==> config.mk <==
export PLATFORM = sky130hd
export DESIGN_NAME = grid_ram_sequencer
export DESIGN_NICKNAME = d
export VERILOG_FILES = /design/src/rtl/grid_ram_sequencer_pkg.sv /design/src/rtl/grid_ram_sequencer.sv
export SDC_FILE = /design/constraint.sdc
export NUM_CORES = 1
export LEC_CHECK = 0
export BUFFER_PORTS_ARGS = -buffer_cell sky130_fd_sc_hd__buf_4
export CORE_MARGIN = 5
export CORE_UTILIZATION = 50
export DETAILED_ROUTE_END_ITERATION = 7
export PLACE_DENSITY = 0.87
export SYNTH_ARGS = -nofsm -noshare
export SYNTH_HDL_FRONTEND = slang
export SYNTH_SLANG_ARGS = --single-unit
==> constraint.sdc <==
create_clock -name Clk -period 3.05 [get_ports Clk]
set_input_delay 0.305 -clock Clk [delete_from_list [all_inputs] [get_ports Clk]]
set_output_delay 0.305 -clock Clk [all_outputs]
set_load 0.005 [all_outputs]
==> src/rtl/grid_ram_sequencer_pkg.sv <==
`default_nettype none
// ============================================================================
// AocPkg
// Shared types and constants for the grid RAM sequencer and solver.
// Revision: 1.0 - initial release
// ============================================================================
package AocPkg;

   // Default grid RAM depth. The address type is sized from it.
   localparam int unsigned RAM_DEPTH_DFLT = 32768;
   localparam int unsigned RAM_ADDR_W     = $clog2(RAM_DEPTH_DFLT);

   typedef logic [RAM_ADDR_W-1:0] RamAddr_t;

   // End-of-text marker appended after the host grid. It tells the solver
   // where the puzzle input stops.
   localparam logic [7:0] ASCII_EOT = 8'h04;

   // Sequencer phases of one puzzle run
   typedef enum logic [2:0] {
      SEQ_IDLE  = 3'd0,
      SEQ_LOAD  = 3'd1,
      SEQ_EOT   = 3'd2,
      SEQ_RUN   = 3'd3,
      SEQ_DONE  = 3'd4,
      SEQ_ERROR = 3'd5
   } SeqFsm_e;

endpackage : AocPkg
`default_nettype wire

==> src/rtl/grid_ram_sequencer.sv <==
`default_nettype none
// ============================================================================
// grid_ram_sequencer
// Owns the grid RAM ports and sequences a puzzle run: host load, EOT append,
// solver run with timeout, result capture and debug read-back.
// Revision: 1.0 - initial release
// ============================================================================
module grid_ram_sequencer
   import AocPkg::*;
#(
   parameter int unsigned RAM_DEPTH  = RAM_DEPTH_DFLT,
   parameter int unsigned MAX_CYCLES = 2**24
) (
   input  logic                  Clk,
   input  logic                  Rst,
   input  logic                  Start,
   input  logic                  LoadValid,
   output logic                  LoadReady,
   input  logic [7:0]            LoadData,
   input  logic                  LoadLast,
   output logic [RAM_ADDR_W-1:0] RamWriteAddr,
   output logic                  RamWriteEnable,
   output logic [7:0]            RamWriteData,
   output logic [RAM_ADDR_W-1:0] RamReadAddr,
   output logic                  RamReadEnable,
   input  logic [7:0]            RamReadData,
   output logic                  SolverHold,
   input  logic [RAM_ADDR_W-1:0] SolverReadAddr,
   input  logic                  SolverReadEnable,
   output logic [7:0]            SolverReadData,
   input  logic [RAM_ADDR_W-1:0] SolverWriteAddr,
   input  logic                  SolverWriteEnable,
   input  logic [7:0]            SolverWriteData,
   input  logic                  SolverDone,
   input  logic                  SolverError,
   input  logic [15:0]           SolverAnswer,
   input  logic                  DbgReadReq,
   input  logic [RAM_ADDR_W-1:0] DbgReadAddr,
   output logic [7:0]            DbgReadData,
   output logic                  DbgReadDataValid,
   output logic                  Busy,
   output logic                  Done,
   output logic                  Error,
   output logic [15:0]           Answer,
   output logic [31:0]           CycleCount
);

   // Last data slot that still leaves room for the EOT byte behind it
   localparam RamAddr_t    PTR_LAST_DATA = RamAddr_t'(RAM_DEPTH - 2);
   // Slot reserved for EOT only; no host byte may land here
   localparam RamAddr_t    PTR_EOT_ONLY  = RamAddr_t'(RAM_DEPTH - 1);
   localparam logic [31:0] CYCLE_LIMIT   = 32'(MAX_CYCLES - 1);

   SeqFsm_e     state_q, state_d;
   RamAddr_t    ptr_q, ptr_d;
   logic [31:0] cycle_count_q, cycle_count_d;
   logic [15:0] answer_q, answer_d;
   logic        hold_q, hold_d;
   logic        busy_q, busy_d;
   logic        done_q, done_d;
   logic        error_q, error_d;
   logic        dbg_valid_q, dbg_valid_d;

   logic        quiet;
   logic        load_ready;
   logic        load_beat;
   logic        dbg_take;

   // Host and debug handshakes are only honoured in their owning phases
   always_comb begin
      quiet      = (state_q == SEQ_IDLE) || (state_q == SEQ_DONE) ||
                   (state_q == SEQ_ERROR);
      load_ready = (state_q == SEQ_LOAD) && (ptr_q != PTR_EOT_ONLY);
      load_beat  = LoadValid && load_ready;
      dbg_take   = quiet && DbgReadReq;
   end

   // Next-state, pointer, run counter and result capture
   always_comb begin
      state_d       = state_q;
      ptr_d         = ptr_q;
      cycle_count_d = cycle_count_q;
      answer_d      = answer_q;
      case (state_q)
         SEQ_IDLE, SEQ_DONE, SEQ_ERROR: begin
            if (Start) begin
               state_d       = SEQ_LOAD;
               ptr_d         = '0;
               cycle_count_d = '0;
               answer_d      = '0;
            end
         end
         SEQ_LOAD: begin
            if (load_beat) begin
               ptr_d = ptr_q + 1'b1;
               if (LoadLast) begin
                  state_d = SEQ_EOT;
               end else if (ptr_q == PTR_LAST_DATA) begin
                  // Byte is still written, but EOT would have nowhere to go
                  state_d = SEQ_ERROR;
               end
            end
         end
         SEQ_EOT: begin
            state_d = SEQ_RUN;
         end
         SEQ_RUN: begin
            cycle_count_d = cycle_count_q + 32'd1;
            if (SolverError) begin
               state_d = SEQ_ERROR;
            end else if (SolverDone) begin
               state_d  = SEQ_DONE;
               answer_d = SolverAnswer;
            end else if (cycle_count_q == CYCLE_LIMIT) begin
               state_d = SEQ_ERROR;
            end
         end
         default: begin
            state_d = SEQ_IDLE;
         end
      endcase
   end

   // Status outputs are registered from the next state so they track it
   always_comb begin
      hold_d      = (state_d != SEQ_RUN);
      busy_d      = (state_d == SEQ_LOAD) || (state_d == SEQ_EOT) ||
                    (state_d == SEQ_RUN);
      done_d      = (state_d == SEQ_DONE);
      error_d     = (state_d == SEQ_ERROR);
      dbg_valid_d = dbg_take;
   end

   // RAM port ownership: loader in LOAD/EOT, solver in RUN, debug when quiet
   always_comb begin
      RamWriteAddr   = ptr_q;
      RamWriteEnable = 1'b0;
      RamWriteData   = LoadData;
      RamReadAddr    = DbgReadAddr;
      RamReadEnable  = 1'b0;
      case (state_q)
         SEQ_LOAD: begin
            RamWriteEnable = load_beat;
         end
         SEQ_EOT: begin
            RamWriteEnable = 1'b1;
            RamWriteData   = ASCII_EOT;
         end
         SEQ_RUN: begin
            RamWriteAddr   = SolverWriteAddr;
            RamWriteEnable = SolverWriteEnable;
            RamWriteData   = SolverWriteData;
            RamReadAddr    = SolverReadAddr;
            RamReadEnable  = SolverReadEnable;
         end
         default: begin
            RamReadEnable = dbg_take;
         end
      endcase
   end

   // State and output registers; RAM contents are not affected by reset
   always_ff @(posedge Clk or posedge Rst) begin
      if (Rst) begin
         state_q       <= SEQ_IDLE;
         ptr_q         <= '0;
         cycle_count_q <= '0;
         answer_q      <= '0;
         hold_q        <= 1'b1;
         busy_q        <= 1'b0;
         done_q        <= 1'b0;
         error_q       <= 1'b0;
         dbg_valid_q   <= 1'b0;
      end else begin
         state_q       <= state_d;
         ptr_q         <= ptr_d;
         cycle_count_q <= cycle_count_d;
         answer_q      <= answer_d;
         hold_q        <= hold_d;
         busy_q        <= busy_d;
         done_q        <= done_d;
         error_q       <= error_d;
         dbg_valid_q   <= dbg_valid_d;
      end
   end

   // The solver is held outside RUN, so it never acts on debug read data
   always_comb begin
      LoadReady        = load_ready;
      SolverHold       = hold_q;
      SolverReadData   = RamReadData;
      DbgReadData      = RamReadData;
      DbgReadDataValid = dbg_valid_q;
      Busy             = busy_q;
      Done             = done_q;
      Error            = error_q;
      Answer           = answer_q;
      CycleCount       = cycle_count_q;
   end

endmodule : grid_ram_sequencer
`default_nettype wire

==> results of run 1 <==
-- sequential cells by signal (all words and copies together), names as in the netlist, 3 cells and up --
register    count
ptr_q          15
CycleCount     32
Answer         16
state_q         3
-- cells by family (layout without fill, tap and decap cells) --
logic type / count (synthesis) / in the layout / share of synthesized area [%]
flip-flops: 71 / 71 / 43.6
AND/OR/NAND/NOR: 219 / 219 / 27.5
multiplexers: 14 / 14 / 3.44
XOR/XNOR: 2 / 2 / 0.430
AO/OA/AOI/OAI: 98 / 98 / 17.6
buffers and inverters: 52 / 215 / 6.57
adder cells (fa/ha/maj): 3 / 3 / 0.921
-- worst max-delay path by stage --
stage	slack, ns	to	start
3_5_place_dp	0.81	CycleCount[27]	CycleCount[4]
4_1_cts	0.46	RamWriteEnable	ptr_q[1]
3_3_place_gp	0.90	Busy	CycleCount[0]
2_1_floorplan	0.95	Answer[0]	Rst
5_1_grt	0.35	RamWriteEnable	ptr_q[1]
6_report	0.42	RamWriteEnable	ptr_q[1]
-- final cells by class --
cell class | instances | share of cell area [%]
Multi-Input combinational cell | 336 | 36.2
Sequential cell | 71 | 31.7
Timing Repair Buffer | 188 | 25.1
Clock buffer | 11 | 2.52
Tap cell | 105 | 2.34
Clock inverter | 5 | 1.45
Inverter | 11 | 0.735
-- metal layers --
metal	vias up	track usage (%)	share of wire (%)
met4	0	9.02	2.1
met1	1963	32.2	39
met5	-	0	0
met3	24	4.66	8.2
li1	1966	-	-
met2	186	41.5	51
-- cells in the final DEF, fill, tap and decap left out, drive strengths merged, types with 6 or more instances in the layout --
master,Yosys,routed
dfrtp,70,70
nor3,8,8
nor2,9,9
o41ai,6,6
mux2i,14,14
inv,11,11
clkbuf,16,11
or3,7,7
and3,7,7
nand4,8,8
o31ai,11,11
and4,6,6
o211ai,6,6
a21oi,11,11
nor4,11,11
a22o,23,23
nand3,18,18
nand2,121,121
or4,8,8
o21ai,19,19
buf,25,188
-- where the power goes --
part	internal [mW]	total, mW	switching, mW
logic	0.763	1.56	0.799
clock network	0.483	0.838	0.355
registers	1.09	1.23	0.139
total	2.34	3.63	1.29
-- stage by stage --
step | cells | total power, mW | util, %
4_1_cts | 727 | 3.65 | 69.4
3_5_place_dp | 711 | 2.81 | 66.7
6_report | 727 | 3.63 | 69.4
5_1_grt | 727 | 3.87 | 69.4
3_3_place_gp | 711 | 2.77 | 66.7
2_1_floorplan | 459 | 2.01 | -
==> results.toml, run 1 <==
[status]
outcome = "complete, no violations"

[clock_tree]
post-cts-setup-buffer-count = 0
clk_latency_ns = 0.34
htreeDepth = 3
clkTransAtPathRegs_ns = 0.08
cts_buffers = 9
holdBufCountCts = 0
clk_path_buf_depth = 2
cts_num_sinks = 71
cts-root-buf = "clkbuf_8"
ctsResizeCount = 0
cts_tree = "done"

[detailed_routing]
detail-route-antenna-nets = 0
first_pass_iters = 4
drt_iter0_drc = 229
drcViolationCount = 0
post_drt_wl_per_cell_um = 17.2
routed_wl_um = 12500
via_count = 4139
viasPerCell = 5.69

[placement]
hpwl_um = 9460
placed_area_um2 = 5390
port_buffers = 180
place_worst_setup_slack_ns = 0.808
gp_congestion = 0.897

[worst_setup_path]
slowest_stage = "or4_1"
cp.required_ns = 2.74
path_buf_inv = 1
r2r_slack_ns = 0.76
cp.depth = 6
r2r_end = "CycleCount[27]"
worst-setup-path-type = "flip-flop to output port"
r2r_cells = 4
cpLargestDelayFamily = "simple AND/OR/NAND/NOR gates"
end_kind = "output port"
r2r_start = "CycleCount[9]"
worstPathArrival_ns = 2.32
crit_chain = "ha_1 -> nand3_1 -> or4_1 -> nand2_1 -> o21ai_0 -> buf_4"
critPathMaxFanout = 6
slowest_delay_ns = 0.63
worst_setup_path_start_kind = "flip-flop"

[yosys]
synth_area_um2 = 4080
synthCells = 459
synth-async-reset-ratio_pct = 100
yosys.area.top_type_share_pct = 43.0
yosysUniqueCellTypes = 61
synth.top_cells.by_count = "nand2_1 (121), dfrtp_1 (70), a22o_1 (23), o21ai_0 (19), nand3_1 (18)"
synth_most_common_cell = "nand2_1"
ys_seq_area_share_pct = 43.6
syn_area_per_cell_um2 = 8.88
ys_seq_elements = 71
synthTopCellsByArea = "dfrtp_1 (43%), nand2_1 (11%), a22o_1 (4.9%)"
synth-edff-count = 0
synthesis.nets = 557
synth_top_area_cell = "dfrtp_1"
ys.flop_type = "dfrtp_1"
ys_warn_count = 0

[power_and_ir_drop]
ir_drop_v = 0.000350
power.density_nw_per_um2 = 647
leakage_nw = 2.78

[timing]
relSlewSlack_pct = 48.3
timing.final.crit_share_pct = 86.2
tns_ns = 0
fin_crit_ns = 2.63
finalSetupViolCount = 0
hold_violations = 0
fmax_ghz = 0.380
rsz0062_at_grt = "false"
worst_pin_slew_ns = 0.773
report.final.slew_viol_count = 0
holdWs_ns = 0.102
setup_ws_ns = 0.421
clock_skew_ns = 0.00728

[global_routing]
grt_start_max_net_pins = 46
grt_antenna_before_repair = 0
grt_use_total_pct = 24.9
gr-total-overflow = 0
first_global_vias = 4037
grt_pass1_wl_um = 20000

[floorplanning]
io_pins = 205
die_width_um = 100
std_cell_rows = 33
initial_utilization_pct = 50.4
die_h_um = 100
fp.dieArea_um2 = 10100
coreArea_um2 = 8090

[final_layout]
area_delta_synth_final_pct = 37.7
drive_gt1_share_pct = 35.2
antennaDiodeCount = 0
fin_area_um2 = 5620
register_area_um2 = 1780
multi_input_area_um2 = 2030
nNetsFinal = 715
fillers = 621

[job]
maxCapViolations = 0

[min_path]
hold_class = "input port to asynchronous set/reset pin"
Power figures use the tool's default switching activity.
==> inputs of run 2 (changes only) <==
CORE_UTILIZATION = 51   (was 50)
CTS_BUF_LIST = sky130_fd_sc_hd__clkbuf_4 sky130_fd_sc_hd__clkbuf_8   (was unset)
PLACE_DENSITY = 0.88   (was 0.87)
==> results.toml, run 2 (synthesized netlist as in run 1, its figures left out) <==
[worst_setup_path]
cpLargestDelayFamily = "simple AND/OR/NAND/NOR gates"
worst_setup_path_start_kind = "flip-flop"
slowest_delay_ns = 0.60
cp.required_ns = 2.74
r2r_slack_ns = 0.78
slowest_stage = "or4_1"
cp.depth = 6
critPathMaxFanout = 6
worstPathArrival_ns = 2.28
worst-setup-path-type = "flip-flop to output port"
r2r_start = "CycleCount[4]"
crit_chain = "ha_1 -> nand3_1 -> or4_1 -> nand2_1 -> o21ai_0 -> buf_4"
r2r_cells = 4
end_kind = "output port"
path_buf_inv = 1
r2r_end = "CycleCount[27]"

[placement]
place_worst_setup_slack_ns = 0.806
hpwl_um = 9440
placed_area_um2 = 5390
port_buffers = 180
dpl.cell_count = 708
gp_congestion = 0.900

[clock_tree]
clk_latency_ns = 0.35
htreeDepth = 3
ctsResizeCount = 0
holdBufCountCts = 0
cts_buffers = 9
clk_path_buf_depth = 2
post-cts-setup-buffer-count = 0
clkTransAtPathRegs_ns = 0.07
cts_num_sinks = 71
cts-root-buf = "clkbuf_8"
cts_tree = "done"

[timing]
fmax_ghz = 0.387
rsz0062_at_grt = "false"
relSlewSlack_pct = 39.1
fin_crit_ns = 2.58
clock_skew_ns = 0.00741
report.final.slew_viol_count = 0
setup_ws_ns = 0.466
hold_violations = 0
tns_ns = 0
timing.final.crit_share_pct = 84.7
finalSetupViolCount = 0
worst_pin_slew_ns = 0.912
holdWs_ns = 0.165

[floorplanning]
die_width_um = 99.4
io_pins = 205
initial_utilization_pct = 52.5
std_cell_rows = 32
fp.dieArea_um2 = 9880
die_h_um = 99.4
coreArea_um2 = 7770

[power_and_ir_drop]
power_mw = 3.60
leakage_nw = 2.78
ir_drop_v = 0.000395
power.density_nw_per_um2 = 643

[detailed_routing]
drt_iter0_drc = 228
via_count = 4129
drcViolationCount = 0
routed_wl_um = 12400
wl_met1_um = 4880
top_layer_used = "met4"
met3_wirelength_um = 1130
dr_wl_met2_um = 6240
detail-route-antenna-nets = 0
first_pass_iters = 5
viasPerCell = 5.70
post_drt_wl_per_cell_um = 17.1

[final_layout]
fin_area_um2 = 5610
final_util_pct = 72.2
fin_cells = 724
drive_gt1_share_pct = 35.4
final_common_cell = "buf_4"
nNetsFinal = 715
final_cell_mix = "buf_4 (188), nand2_1 (121), dfrtp_1 (70)"
area_delta_synth_final_pct = 37.5
antennaDiodeCount = 0
largest_reg_flops = 32

[status]
outcome = "complete, no violations"

[global_routing]
first_global_vias = 4060
gr-total-overflow = 0
grt_pass1_wl_um = 19700
grt_use_total_pct = 24.5
grt_antenna_before_repair = 0
grt_start_max_net_pins = 46

[job]
maxCapViolations = 0

[min_path]
hold_class = "input port to asynchronous set/reset pin"
==> run 2: changes by cell type in the layout (fill, tap and decap cells not counted), sizes merged <==
cell | before | now
clkbuf | 11 | 10
clkinvlp | 1 | 2
==> run 2: how the worst max path moves through the flow <==
stage	to	slack [ns]	startpoint
floorplan	Answer[0]	0.95	Rst
global placement	Busy	0.89	CycleCount[0]
detailed placement	Busy	0.81	CycleCount[0]
CTS	RamWriteEnable	0.49	ptr_q[1]
global route	RamWriteEnable	0.35	ptr_q[1]
finish	RamWriteEnable	0.47	ptr_q[1]
==> run 2: report_power, final <==
part / internal, mW / switching (mW) / total (mW)
Clock: 0.466 / 0.351 / 0.818
Combinational: 0.764 / 0.793 / 1.56
Sequential: 1.09 / 0.135 / 1.23
Total: 2.32 / 1.28 / 3.60
==> run 2: layer usage <==
layer	track usage, %	vias up
met5	0	-
met4	6.30	0
met3	6.94	15
met2	42.5	190
met1	30.0	1960
li1	-	1964
==> run 2: final cells by class <==
| class | count | area [µm²] |
|---|---|---|
| inverters | 11 | 41.3 |
| clock inverters | 6 | 85.1 |
| flip-flops and latches | 71 | 1780 |
| fillers | 605 | 2160 |
| clock buffers | 10 | 131 |
| well taps | 102 | 128 |
| multi-input cells | 336 | 2030 |
| repair buffers | 188 | 1410 |
==> inputs of run 3 (changes only) <==
ABC_AREA = 1   (was unset)
CORE_UTILIZATION = 45   (was 51)
PLACE_DENSITY = 0.8   (was 0.88)
clock period = 2.2 ns   (was 3.05 ns; I/O delays follow)
==> results.toml, run 3 <==
[detailed_routing]
first_pass_iters = 5
detail-route-antenna-nets = 0
via_count = 4985
drcViolationCount = 0
drt_iter0_drc = 349
routed_wl_um = 14900
viasPerCell = 5.14
post_drt_wl_per_cell_um = 15.4

[power_and_ir_drop]
ir_drop_v = 0.000408
power.density_nw_per_um2 = 833
leakage_nw = 3.11
power_mw = 5.20

[clock_tree]
clk_path_buf_depth = 2
cts_num_sinks = 71
cts_tree = "done"
cts_buffers = 9
cts-root-buf = "clkbuf_8"
htreeDepth = 3
clk_latency_ns = 0.35
clkTransAtPathRegs_ns = 0.08

[job]
maxCapViolations = 0

[worst_setup_path]
cp.required_ns = 1.98
r2r_start = "state_q[1]"
worst-setup-path-type = "flip-flop to output port"
critPathMaxFanout = 28
worstPathArrival_ns = 1.85
end_kind = "output port"
worst_setup_path_start_kind = "flip-flop"
startpoint = "state_q[1]"

[yosys]
yosys.area.top_type_share_pct = 37.9
syn_area_per_cell_um2 = 6.94
synth.top_cells.by_count = "nand2_1 (191), nand3_1 (71), dfrtp_1 (70), inv_1 (66), nor2_1 (63)"
synth_most_common_cell = "nand2_1"
ys_warn_count = 0
synth_top_area_cell = "dfrtp_1"
synthTopCellsByArea = "dfrtp_1 (38%), nand2_1 (15%), nand3_1 (7.7%)"
ys_seq_area_share_pct = 38.4
synthesis.nets = 765
ys_seq_elements = 71
yosysUniqueCellTypes = 39
synth-async-reset-ratio_pct = 100
synth-edff-count = 0
synth_area_um2 = 4630
ys.flop_type = "dfrtp_1"
synthCells = 667

[timing]
finalSetupViolCount = 0
fin_crit_ns = 2.07
worst_pin_slew_ns = 0.552
holdWs_ns = 0.0909
report.final.slew_viol_count = 0
clock_skew_ns = 0.0126
hold_violations = 0
timing.final.crit_share_pct = 94.1
tns_ns = 0
fmax_ghz = 0.483
relSlewSlack_pct = 63.1
rsz0062_at_grt = "false"

[floorplanning]
std_cell_rows = 37
io_pins = 205
die_h_um = 111
fp.dieArea_um2 = 12400
initial_utilization_pct = 45.4
coreArea_um2 = 10200
die_width_um = 111

[global_routing]
met1_usage_pct = 29.3
grt_antenna_before_repair = 0
grt_use_total_pct = 23.3
grt_busiest_layer = "met2"
gr-total-overflow = 0
grt_pass1_wl_um = 23600
grt.met2_usage_pct = 39.4
first_global_vias = 4735
grt_start_max_net_pins = 54
grtUsageMet3_pct = 6.14

[placement]
hpwl_um = 11400
gp_congestion = 0.882
port_buffers = 180

[final_layout]
final_common_cell = "nand2_1"
nNetsFinal = 927
largest_reg_flops = 32
area_delta_synth_final_pct = 35.0
drive_gt1_share_pct = 28.5
final_util_pct = 61.3
antennaDiodeCount = 0
final_cell_mix = "nand2_1 (191), buf_4 (185), nand3_1 (71)"

[min_path]
min_from = "SolverAnswer[8]"
hold_class = "input port to flip-flop"

[status]
outcome = "complete, no violations"
[run 3: kinds of logic after synthesis]
family / after synthesis / synth area share (%)
AOI/OAI and AO/OA: 87 / 10.4
xor gates and xnor gates: 8 / 1.51
adders and majority gates: 3 / 0.812
buffers and inverters: 113 / 11.2
DFF: 71 / 38.4
and+or+nand+nor: 385 / 37.6
[run 3: through the flow]
stage | cell area (µm²) | setup WS [ns] | cells
finish | 6250 | 0.129 | 970
global route | 6250 | 0.00231 | 970
CTS | 6240 | 0.0576 | 970
detailed placement | 5980 | 0.208 | 953
global placement | 5980 | 0.297 | 953
floorplan | 4630 | 0.185 | 667
[run 3: critical path: stages (launching register included)]
cell and delay, ns:
dfrtp_1 0.47, inv_2 0.12, nor2_8 0.27, buf_4 0.34, a22o_1 0.19, buf_4 0.11
[run 3: power by group]
part	switching (mW)	internal, mW
registers	0.152	1.49
clock network	0.545	0.792
logic	1.29	0.937
total	1.99	3.22
[run 3: path summary, 6_finish.rpt]
path	slack, ns	cells after the start	to
worst max-delay path	0.13	5	RamWriteData[7]
worst min-delay path	0.09	3	Answer[8]
worst max register to register	0.20	6	Answer[10]
worst min register to register	0.50	2	Answer[9]
max in group asynchronous	1.09	4	SolverHold
min in group asynchronous	0.43	3	CycleCount[19]
[run 3: repair_timing]
item | 4_1_cts | 5_1_grt
resized for setup | 0 | 1
hold endpoints to repair | 18 | 0
buffers inserted | 0 | 0
endpoints found under the setup margin | 0 | 12
hold buffers | 1 | 0
[run 3: cell type report]
type                       count  area [µm²]
timing repair buffer         188        1430
inverter                      76         285
clock inverter                 6         115
fill                         971        3940
clock buffer                  10         138
tap                          136         170
sequential                    71        1780
multi-input combinational    483        2330
[run 3: per-layer routing]
| layer | up-vias | part of all wire, % |
|---|---|---|
| li1 | 2466 | - |
| met1 | 2269 | 42 |
| met2 | 226 | 48 |
| met3 | 24 | 8.5 |
| met4 | 0 | 1.7 |
| met5 | - | 0 |
